$ cat config.mk
export PLATFORM = sky130hd
export DESIGN_NAME = ifmap_ctrl_flat
export DESIGN_NICKNAME = d
export VERILOG_FILES = /design/src/rtl/ifmap_pkg.sv /design/src/rtl/ifmap_ctrl_if.sv /design/src/rtl/ifmap_ctrl.sv /design/src/flat_wrapper.sv
export SDC_FILE = /design/constraint.sdc
export NUM_CORES = 1
export LEC_CHECK = 0
export CAP_MARGIN = 10
export CELL_PAD_IN_SITES_DETAIL_PLACEMENT = 1
export CELL_PAD_IN_SITES_GLOBAL_PLACEMENT = 1
export CORE_MARGIN = 2
export CORE_UTILIZATION = 25
export CTS_CLUSTER_DIAMETER = 30
export DETAILED_ROUTE_END_ITERATION = 10
export PLACE_DENSITY_LB_ADDON = 0.1
export SYNTH_ARGS = -nofsm -noshare
export SYNTH_HDL_FRONTEND = slang
export SYNTH_SLANG_ARGS = --single-unit
$ cat constraint.sdc
create_clock -name clk -period 5 [get_ports clk]
set_input_delay 1 -clock clk [delete_from_list [all_inputs] [get_ports clk]]
set_output_delay 1 -clock clk [all_outputs]
set_load 0.03 [all_outputs]
$ cat src/rtl/ifmap_pkg.sv
// Shared constants and FSM state type for the ifmap replay controller.
package ifmap_pkg;
  localparam int unsigned DEPTH  = 128;
  localparam int unsigned ADDR_W = 7;
  localparam int unsigned DATA_W = 8;

  typedef enum logic [1:0] {
    IDLE,
    FILL,
    READ,
    FLUSH
  } state_t;
endpackage

$ cat src/rtl/ifmap_ctrl_if.sv
// Bundle of job control, input stream, buffer port and output stream signals.
interface ifmap_ctrl_if #(
  parameter int unsigned ADDR_W = ifmap_pkg::ADDR_W,
  parameter int unsigned DATA_W = ifmap_pkg::DATA_W
);
  logic              start_i;
  logic [7:0]        len_i;
  logic [7:0]        repeat_i;
  logic              s_valid_i;
  logic [DATA_W-1:0] s_data_i;
  logic              s_ready_o;
  logic              buf_wren_o;
  logic              buf_rden_o;
  logic [ADDR_W-1:0] buf_addr_o;
  logic [DATA_W-1:0] buf_wdata_o;
  logic [DATA_W-1:0] buf_rdata_i;
  logic              m_valid_o;
  logic [DATA_W-1:0] m_data_o;
  logic              m_last_o;
  logic [7:0]        m_pass_o;
  logic              busy_o;
  logic              done_o;

  // Controller side.
  modport master (
    input  start_i, len_i, repeat_i, s_valid_i, s_data_i, buf_rdata_i,
    output s_ready_o, buf_wren_o, buf_rden_o, buf_addr_o, buf_wdata_o,
           m_valid_o, m_data_o, m_last_o, m_pass_o, busy_o, done_o
  );

  // Environment side: job source, stream producer/consumer and buffer.
  modport slave (
    output start_i, len_i, repeat_i, s_valid_i, s_data_i, buf_rdata_i,
    input  s_ready_o, buf_wren_o, buf_rden_o, buf_addr_o, buf_wdata_o,
           m_valid_o, m_data_o, m_last_o, m_pass_o, busy_o, done_o
  );
endinterface

$ cat src/rtl/ifmap_ctrl.sv
// Fills an external buffer with one ifmap vector, then replays it repeat_i times
// as a gap-free output stream tagged with pass index and end-of-pass marker.
module ifmap_ctrl #(
  parameter int unsigned DEPTH  = ifmap_pkg::DEPTH,
  parameter int unsigned ADDR_W = ifmap_pkg::ADDR_W,
  parameter int unsigned DATA_W = ifmap_pkg::DATA_W
) (
  input logic          clk,
  input logic          rst,
  ifmap_ctrl_if.master bus
);
  import ifmap_pkg::*;

  localparam int unsigned CNT_W = ADDR_W + 1;

  state_t            state, state_nx;
  logic [CNT_W-1:0]  len_q, len_m1, wcnt, rcnt;
  logic [7:0]        rep_q, pass_q, m_pass_q;
  logic              m_valid_q, m_last_q;
  logic              len_ok, start_ok, wr_hs, wr_last, rd_en, rd_last, pass_last;
  logic [DATA_W-1:0] m_data;

  always_comb begin
    len_ok    = (bus.len_i != '0) && ({1'b0, bus.len_i} <= 9'(DEPTH));
    start_ok  = (state == IDLE) && bus.start_i && len_ok && (bus.repeat_i != '0);
    len_m1    = len_q - CNT_W'(1);
    wr_hs     = (state == FILL) && bus.s_valid_i;
    wr_last   = (wcnt == len_m1);
    rd_en     = (state == READ);
    rd_last   = (rcnt == len_m1);
    pass_last = (pass_q == rep_q - 8'd1);
  end

  always_ff @(posedge clk or posedge rst) begin
    if (rst) state <= IDLE;
    else     state <= state_nx;
  end

  always_comb begin
    state_nx = state;
    unique case (state)
      IDLE:  if (start_ok) state_nx = FILL;
      FILL:  if (wr_hs && wr_last) state_nx = READ;
      READ:  if (rd_last && pass_last) state_nx = FLUSH;
      FLUSH: state_nx = IDLE;
      default: state_nx = IDLE;
    endcase
  end

  always_ff @(posedge clk or posedge rst) begin
    if (rst) begin
      len_q     <= '0;
      rep_q     <= '0;
      wcnt      <= '0;
      rcnt      <= '0;
      pass_q    <= '0;
      m_valid_q <= 1'b0;
      m_last_q  <= 1'b0;
      m_pass_q  <= '0;
    end else begin
      if (start_ok) begin
        len_q  <= CNT_W'(bus.len_i);
        rep_q  <= bus.repeat_i;
        wcnt   <= '0;
        rcnt   <= '0;
        pass_q <= '0;
      end
      if (wr_hs) wcnt <= wcnt + CNT_W'(1);
      if (rd_en) begin
        if (rd_last) begin
          rcnt   <= '0;
          pass_q <= pass_q + 8'd1;
        end else begin
          rcnt <= rcnt + CNT_W'(1);
        end
      end
      // Tag travels with the read so it lines up with buffer read data.
      m_valid_q <= rd_en;
      m_last_q  <= rd_en && rd_last;
      m_pass_q  <= rd_en ? pass_q : '0;
    end
  end

  always_comb begin
    m_data          = m_valid_q ? bus.buf_rdata_i : '0;
    bus.s_ready_o   = (state == FILL);
    bus.buf_wren_o  = wr_hs;
    bus.buf_rden_o  = rd_en;
    bus.buf_addr_o  = '0;
    if (wr_hs)      bus.buf_addr_o = wcnt[ADDR_W-1:0];
    else if (rd_en) bus.buf_addr_o = rcnt[ADDR_W-1:0];
    bus.buf_wdata_o = wr_hs ? bus.s_data_i : '0;
    bus.m_valid_o   = m_valid_q;
    bus.m_data_o    = m_data;
    bus.m_last_o    = m_last_q;
    bus.m_pass_o    = m_pass_q;
    bus.busy_o      = (state != IDLE);
    bus.done_o      = (state == FLUSH);
  end
endmodule

$ cat src/flat_wrapper.sv
// flat-port wrapper written by rule: the top's interface ports become plain ports
module ifmap_ctrl_flat import ifmap_pkg::*;
#(
  parameter int unsigned DEPTH  = ifmap_pkg::DEPTH,
  parameter int unsigned ADDR_W = ifmap_pkg::ADDR_W,
  parameter int unsigned DATA_W = ifmap_pkg::DATA_W
)
  (clk, rst, bus_start_i, bus_len_i, bus_repeat_i, bus_s_valid_i, bus_s_data_i, bus_buf_rdata_i, bus_s_ready_o, bus_buf_wren_o, bus_buf_rden_o, bus_buf_addr_o, bus_buf_wdata_o, bus_m_valid_o, bus_m_data_o, bus_m_last_o, bus_m_pass_o, bus_busy_o, bus_done_o);
  ifmap_ctrl_if #(.ADDR_W(ADDR_W), .DATA_W(DATA_W)) bus_i ();
  input logic clk;
  input logic rst;
  input wire logic [$bits(bus_i.start_i)-1:0] bus_start_i;
  input wire logic [$bits(bus_i.len_i)-1:0] bus_len_i;
  input wire logic [$bits(bus_i.repeat_i)-1:0] bus_repeat_i;
  input wire logic [$bits(bus_i.s_valid_i)-1:0] bus_s_valid_i;
  input wire logic [$bits(bus_i.s_data_i)-1:0] bus_s_data_i;
  input wire logic [$bits(bus_i.buf_rdata_i)-1:0] bus_buf_rdata_i;
  output wire logic [$bits(bus_i.s_ready_o)-1:0] bus_s_ready_o;
  output wire logic [$bits(bus_i.buf_wren_o)-1:0] bus_buf_wren_o;
  output wire logic [$bits(bus_i.buf_rden_o)-1:0] bus_buf_rden_o;
  output wire logic [$bits(bus_i.buf_addr_o)-1:0] bus_buf_addr_o;
  output wire logic [$bits(bus_i.buf_wdata_o)-1:0] bus_buf_wdata_o;
  output wire logic [$bits(bus_i.m_valid_o)-1:0] bus_m_valid_o;
  output wire logic [$bits(bus_i.m_data_o)-1:0] bus_m_data_o;
  output wire logic [$bits(bus_i.m_last_o)-1:0] bus_m_last_o;
  output wire logic [$bits(bus_i.m_pass_o)-1:0] bus_m_pass_o;
  output wire logic [$bits(bus_i.busy_o)-1:0] bus_busy_o;
  output wire logic [$bits(bus_i.done_o)-1:0] bus_done_o;
  assign bus_i.start_i = bus_start_i;
  assign bus_i.len_i = bus_len_i;
  assign bus_i.repeat_i = bus_repeat_i;
  assign bus_i.s_valid_i = bus_s_valid_i;
  assign bus_i.s_data_i = bus_s_data_i;
  assign bus_i.buf_rdata_i = bus_buf_rdata_i;
  assign bus_s_ready_o = bus_i.s_ready_o;
  assign bus_buf_wren_o = bus_i.buf_wren_o;
  assign bus_buf_rden_o = bus_i.buf_rden_o;
  assign bus_buf_addr_o = bus_i.buf_addr_o;
  assign bus_buf_wdata_o = bus_i.buf_wdata_o;
  assign bus_m_valid_o = bus_i.m_valid_o;
  assign bus_m_data_o = bus_i.m_data_o;
  assign bus_m_last_o = bus_i.m_last_o;
  assign bus_m_pass_o = bus_i.m_pass_o;
  assign bus_busy_o = bus_i.busy_o;
  assign bus_done_o = bus_i.done_o;
  ifmap_ctrl #(.DEPTH(DEPTH), .ADDR_W(ADDR_W), .DATA_W(DATA_W)) u_core (.clk(clk), .rst(rst), .bus(bus_i));
endmodule
* Word-level counts from Yosys, hierarchy flattened *
Index checks and enable logic that the tools add are counted.

word-level totals
  register bits = 52

operators by class
  $add $sub $neg = 5
  magnitude comparators = 1
  equality and inequality tests = 9
  mux-type cells = 16
  reductions and logical operators = 15

operators with widths
  kind                   count
  $mux W8                10
  $add A8 B1 Y8 const B  3
  $eq A8 B8 Y1           3
  $reduce_bool A8 Y1     2
  $sub A8 B1 Y8 const B  2
  $mux W7                2
  $le A8 B8 Y1 const B   1
  $logic_and A1 B1 Y1    8
  $pmux W2 S4            1
  $mux W2                3
  $reduce_bool A2 Y1     3
  $eq A2 B2 Y1 const B   2
  $ne A2 B1 Y1 const B   2
  $reduce_and A3 Y1      1
  $eq A2 B1 Y1 const B   1
  $logic_not A2 Y1       1
  $ne A2 B2 Y1 const B   1

* Logic depth before layout (Yosys ltp) *
Gate-level depths: netlist of run 1.

  depth in word-level cells = 7
  gate-level depth with buffers = 11
  mapped depth without buffers = 10

* Worst setup path before layout of run 1 *
No wires, ideal clock.

  kind = flip-flop to output port
  start = register u_core.state[1]
  end = output bus_buf_addr_o[0]
  arrival = 2.230 ns
  path slack = 1.770 ns
  cell stages (with the launch flop) = 9
  path through = dfrtp_1 inv_1 ha_1 clkbuf_1 nand2_1 inv_1 buf_1 nand2_1 nand2_1

between the ends
  cells in the longest elaborated chain, start to end = 3

RTL lines
  what                    line                text
  start, declared         ifmap_ctrl.sv:16    state_t state, state_nx;
  start signal, assigned  ifmap_ctrl.sv:36    else state <= state_nx;
  $eq A2 B1 Y1            --
  net bus_s_ready_o       flat_wrapper.sv:18  output wire logic [$bits(bus_i.s_ready_o)-1:0] bus_s_ready_o;
  $logic_and A1 B1 Y1     ifmap_ctrl.sv:27    wr_hs = (state == FILL) && bus.s_valid_i;
  net bus_buf_wren_o      flat_wrapper.sv:19  output wire logic [$bits(bus_i.buf_wren_o)-1:0] bus_buf_wren_o;
  $mux W7                 ifmap_ctrl.sv:90    if (wr_hs) bus.buf_addr_o = wcnt[ADDR_W-1:0];
  end, declared           flat_wrapper.sv:21  output wire logic [$bits(bus_i.buf_addr_o)-1:0] bus_buf_addr_o;

The timed path passes the listed nets, and every way through them passes these cells.

* Worst setup path in the final report of run 1 *
  start = input bus_s_valid_i
  end = output bus_buf_addr_o[0]

between the ends
  cells in the longest elaborated chain, start to end = 2

RTL lines
  what                 line                text
  start, declared      flat_wrapper.sv:15  input wire logic [$bits(bus_i.s_valid_i)-1:0] bus_s_valid_i;
  $logic_and A1 B1 Y1  ifmap_ctrl.sv:27
  $mux W7              ifmap_ctrl.sv:90

No other way between the ends.

==> results.cfg, run 1 <==
[run_status]
status = completed

[global_routing]
grt_max_degree = 53
grt_pass1_vias = 3014
gr-usage-all-layers = 0.141
grt-ovfl-total = 0
antenna_found_initial = 0
grt_pass1_wl_um = 16100

[critical_path]
endpoint_kind = output pin
cp_data_required_time_ns = 4.00
crit_slowest_cell = clkdlybuf4s50_1
reg2reg_from = u_core.len_q[0]
worstSetupPathDepth = 6
critPathMostFrequentCell = nand2_1
worstPathArrival_ns = 2.92
cpPeakStageDelay_ns = 0.66
critPathKind = in2out
reg2reg_to = u_core.state[1]
crit_path_cell_trace = clkdlybuf4s50_1 -> nand2_1 -> inv_1 -> nand2_1 -> nand2_1 -> clkdlybuf4s50_1
ff2ff_path_depth = 7
cp-start-kind = input port
crit_fanout = 14
cpLargestDelayFamily = buffers and inverters
critPathBufInv = 3
r2r_slack_ns = 2.06

[clock_network]
htreeDepth = 2
cts_tree = built
root_buffer = clkbuf_16
clkTransAtPathRegs_ns = 0.07
clock_latency_ns = 0.30
post_cts_resized = 0
clock-sinks = 52
cts_buffer_depth = 2
cts_setup_buffers = 0
holdBufCountCts = 0
cts_inserted_buffers = 5

[timing]
maxSlewViolCount = 0
tns_ns = 0
setup_viol = 0
fin_crit_ns = 3.92
timing.fmax_ghz = 0.255
fin_ws_ns = 1.08
rsz0062_at_grt = no
period_share = 0.783
fin_skew_ns = 0.00732
hold_viol = 0
worstMarginPinSlew_ns = 0.711
slew-limit-headroom = 0.526

[power]
seqPwrFrac = 0.341
p_sw_frac = 0.440
cellPowerDensity_nw_per_um2 = 506
clkPwrFrac = 0.166
switching_power_uw = 966
p_int_uw = 1230
peakVddDrop_v = 0.000202
p_comb_frac = 0.493
p_leak_uw = 0.00181

[synth]
synth_edf_count = 0
syn_nets = 403
synthMuxAreaShare = 0.0640
yosys.area_share.simple = 0.237
synth_area_um2 = 3280
synthFlopType = dfrtp_1
synth_top_family_by_area = simple AND/OR/NAND/NOR gates
syn_avg_cell_area_um2 = 9.20
yosysWarnings = 0
synth_adder_area_share = 0.0381
synth.distinct_cells = 55
synthCells = 357
synth.yosys.seq_area_share = 0.396
synth-seq-cells = 52
synth_compound_area_frac = 0.140
synthArstFlopShare = 1.00
synth_xor_area_frac = 0.0789

[route]
vias_per_cell = 4.85
vias = 2899
drc = 0
routed_wl_um = 9570
wl_per_cell_um = 16.0
drtIter0Drc = 90
firstDrtPassIters = 4
antenna_left = 0

[run]
max_cap_violations = 0

[die]
pin_count = 74
die_area_um2 = 14100
initial_utilization = 0.258
rows = 41
design.core.area_um2 = 12700
die_y_um = 119
die_width_um = 119

[layout]
fill_cells = 1541
regArea_um2 = 1300
multi_input_area_um2 = 1830
drive_above_1_share = 0.106
antennaDiodeCount = 0
fin_nets = 471
area_growth_pct = 32.3

[min_path]
worstHoldPathType = reg2reg
hold_depth = 1
hp-start = u_core.rep_q[1]
hold_end = u_core.rep_q[1]

[placement]
place_ws_ns = 1.05
dp.final_hpwl_um = 7120
gp_congestion = 0.772
io_buffers = 73
[worst max path at each step]
stage                     from           endpoint
2_1_floorplan  u_core.state[1]  bus_buf_addr_o[0]
3_3_place_gp     bus_s_valid_i  bus_buf_addr_o[6]
3_5_place_dp     bus_s_valid_i  bus_buf_addr_o[0]
4_1_cts          bus_s_valid_i  bus_buf_addr_o[0]
5_1_grt          bus_s_valid_i  bus_buf_addr_o[0]
6_report         bus_s_valid_i  bus_buf_addr_o[0]
[cells in the mapped netlist, types with 3 or more instances]
master | count | area [um2]
xor2_1 | 10 | 87.6
a21oi_1 | 9 | 45.0
nor3b_1 | 3 | 22.5
dfrtp_1 | 52 | 1300
nand3_1 | 24 | 120
ha_1 | 10 | 125
a31o_2 | 4 | 35.0
and3_1 | 16 | 100
clkbuf_1 | 13 | 48.8
nand2b_1 | 6 | 37.5
a21o_1 | 3 | 22.5
and2_1 | 16 | 100
inv_1 | 17 | 63.8
nand2_1 | 29 | 109
nand4_1 | 3 | 18.8
nor3_1 | 6 | 30.0
a31oi_1 | 7 | 43.8
nor2_1 | 12 | 45.0
mux2_2 | 15 | 169
o21ai_0 | 30 | 150
or3_1 | 4 | 25.0
xnor2_1 | 17 | 149
mux2i_1 | 3 | 30.0
nor4_1 | 8 | 50.1
[metal layers]
metal  vias to the layer above  part of all wire  GRT usage  wire [um]
li1                       1405                 -          -          -
met1                      1421              0.50      0.197       4770
met2                        66              0.45      0.223       4260
met3                         7             0.048     0.0294        455
met4                         0            0.0090     0.0313         86
met5                         -                 0          0          0
[area by class of cell]
cell class | instances | share of cell area
Multi-Input combinational cell | 269 | 0.422
Inverter | 18 | 0.0156
Timing Repair Buffer | 79 | 0.179
Clock buffer | 5 | 0.0288
Clock inverter | 3 | 0.00634
Sequential cell | 52 | 0.300
Tap cell | 172 | 0.0495
[stage by stage]
step	std cells	area, um2	util	power (uW)	hold slack, ns
global placement	590	4190	0.329	1830	0.528
finish	598	4340	0.341	2200	0.547
detailed placement	590	4190	0.329	1860	0.536
CTS	598	4340	0.341	2240	0.554
global route	598	4340	0.341	2400	0.573
floorplan	357	3280	-	1490	0.470
[placed cells by master (no fill, tap or decap), types with 15 or more instances in the layout]
cell	netlist	final
clkdlybuf4s50_1	0	73
dfrtp_1	52	52
o21ai_0	30	30
nand2_1	29	29
nand3_1	24	24
xnor2_1	17	17
inv_1	17	16
and3_1	16	16
and2_1	16	16
mux2_2	15	15
[cell families (layout without fill, tap and decap cells)]
family / count (synthesis) / in the layout
muxes: 19 / 19
and+or+nand+nor: 139 / 139
adders and majority gates: 10 / 10
buffers and inverters: 36 / 105
AOI/OAI and AO/OA: 73 / 73
DFF: 52 / 52
xor gates and xnor gates: 28 / 28
[state kept, by name, summed over array words and instances, names as in the netlist]
name and count:
u_core.pass_q 8, u_core.bus.m_valid_o 1, u_core.state 2, u_core.rcnt 8, u_core.rep_q 8, u_core.bus.m_pass_o 8, u_core.bus.m_last_o 1, u_core.len_q 8
u_core.wcnt 8
[power groups by stage]
stage,registers (uW),clock network [uW],logic [uW]
final,748,365,1080
after global routing,779,399,1220
after CTS,750,384,1100
after detailed placement,758,0,1100
after global placement,751,0,1080
after floorplan,664,0,831
No activity file was read; power rests on OpenSTA's default activity.
==> run 2: changes to the inputs <==
Clock period 5 ns to 3.2 ns, I/O delays scaled along.
==> run 2 against run 1 <==
Against the previous run: via count rose by 0.93%; design area increased by 2.3%; core utilization increased by 0.80 points; sequential power rose by 52%; count of clock-buffer cells in the layout stayed put; clock skew is essentially flat; flip-flop and latch count did not move; worst setup slack worse by 0.81 ns; global-route usage decreased by 0.42 points.
==> results.cfg, run 2 (synthesis gave the netlist of run 1 again) <==
[min_path]
hold_depth = 1
worstHoldPathType = reg2reg
hold_end = u_core.rep_q[1]
hp-start = u_core.rep_q[1]

[global_routing]
use_met1 = 0.189
grt_pass1_wl_um = 15400
grt_max_degree = 29
grt_pass1_vias = 2921
antenna_found_initial = 0
grt.met2_usage = 0.217
grt-ovfl-total = 0
gr-usage-all-layers = 0.137
grt.busiest_layer = met2
gr-usage-met3 = 0.0270

[critical_path]
reg2reg_from = u_core.len_q[3]
worstPathArrival_ns = 3.12
crit_path_cell_trace = or3_1 -> o31a_1 -> o41ai_1 -> a31oi_1 -> or4_4 -> a21oi_2 -> mux2_1
ff2ff_path_depth = 7
cp_data_required_time_ns = 3.39
cpPeakStageDelay_ns = 0.53
critPathKind = reg2reg
crit_fanout = 11
cp-start-kind = flip-flop
crit_slowest_cell = or4_4
reg2reg_to = u_core.state[1]
r2r_slack_ns = 0.27
endpoint_kind = flip-flop

[placement]
gp_congestion = 0.744
place_inst = 602
io_buffers = 73
place_ws_ns = -0.0209
dp.final_hpwl_um = 7340

[run_status]
status = completed

[power]
clkPwrFrac = 0.180
cellPowerDensity_nw_per_um2 = 798
power_uw = 3550
p_int_uw = 2040
switching_power_uw = 1500
p_leak_uw = 0.00190
seqPwrFrac = 0.321
p_sw_frac = 0.424
p_comb_frac = 0.500
peakVddDrop_v = 0.000250

[route]
drc = 0
drtIter0Drc = 59
vias_per_cell = 4.80
firstDrtPassIters = 4
wl_per_cell_um = 15.4
antenna_left = 0
vias = 2926
routed_wl_um = 9410

[run]
max_cap_violations = 0

[clock_network]
cts_tree = built
cts_inserted_buffers = 5
post_cts_resized = 0
root_buffer = clkbuf_16
holdBufCountCts = 0
clock_latency_ns = 0.30
cts_buffer_depth = 2
htreeDepth = 2
clkTransAtPathRegs_ns = 0.08
clock-sinks = 52
cts_setup_buffers = 0

[timing]
fin_skew_ns = 0.00701
worstMarginPinSlew_ns = 0.620
fin_ws_ns = 0.271
fin_crit_ns = 2.93
tns_ns = 0
timing.fmax_ghz = 0.341
setup_viol = 0
maxSlewViolCount = 0
period_share = 0.915
hold_viol = 0
rsz0062_at_grt = no
slew-limit-headroom = 0.583

[die]
die_y_um = 119
die_area_um2 = 14100
rows = 41
design.core.area_um2 = 12700
die_width_um = 119
initial_utilization = 0.258
pin_count = 74

[layout]
final_util = 0.349
antennaDiodeCount = 0
fill_cells = 1514
area_growth_pct = 35.4
final_common_cell = clkdlybuf4s50_1
fin_nets = 483
drive_above_1_share = 0.148
final_cell_count_no_fill = 610
final_cell_mix = clkdlybuf4s50_1, dfrtp_1, o21ai_0
==> run 2: changes by cell type in the layout (fill, tap and decap cells not counted) <==
cell / previous run / this run
bufinv_16: 0 / 1
clkdlybuf4s50_1: 73 / 65
buf_12: 0 / 1
clkinv_2: 0 / 1
clkinvlp_4: 1 / 0
buf_4: 6 / 25
clkinv_4: 1 / 0
==> run 2: stage by stage <==
step,area [um2],hold WS (ns)
after detailed placement,4270,0.525
after CTS,4450,0.542
after global routing,4450,0.564
final,4450,0.537
after floorplan,3280,0.470
after global placement,4270,0.516
==> run 2: routing by layer <==
| layer | routed length (um) | vias to the layer above |
|---|---|---|
| met2 | 4070 | 72 |
| met3 | 480 | 6 |
| met5 | 0 | - |
| li1 | - | 1431 |
| met4 | 110 | 0 |
| met1 | 4750 | 1417 |
==> run 2: critical path: cells and delay by family (launching register included) <==
kind | cells | cell delay [ns]
AOI/OAI and AO/OA | 4 | 1.02
muxes | 1 | 0.33
DFF | 1 | 0.51
and+or+nand+nor | 2 | 0.95
==> run 2: worst max path at each step <==
stage,start,end,cells past startpoint
floorplan,u_core.state[1],bus_buf_addr_o[0],8
global placement,bus_len_i[2],u_core.state[1],9
detailed placement,bus_len_i[2],u_core.state[1],9
CTS,u_core.len_q[3],u_core.state[1],7
global route,u_core.len_q[1],u_core.state[1],9
finish,u_core.len_q[3],u_core.state[1],7
==> run 2: cell type report <==
type / count / area, um2 / share of cell area
Clock inverter: 3 / 46.3 / 0.0104
Timing Repair Buffer: 91 / 858 / 0.193
Multi-Input combinational cell: 269 / 1830 / 0.412
Sequential cell: 52 / 1300 / 0.293
Inverter: 18 / 67.6 / 0.0152
Tap cell: 172 / 215 / 0.0484
Clock buffer: 5 / 125 / 0.0281
==> run 2: power groups by stage <==
stage,combinational (uW),sequential [uW],clock [uW]
after global placement,1760,1150,0
after global routing,1960,1180,685
final,1770,1140,637
after CTS,1800,1140,664
after floorplan,1300,1040,0
after detailed placement,1790,1150,0
==> run 3: changes to the inputs <==
Settings changed: CTS_CLUSTER_SIZE set to 25, SLEW_MARGIN set to 25.
==> results of run 3 <==
The final DEF is identical to that of run 2; final timing and power are the same.
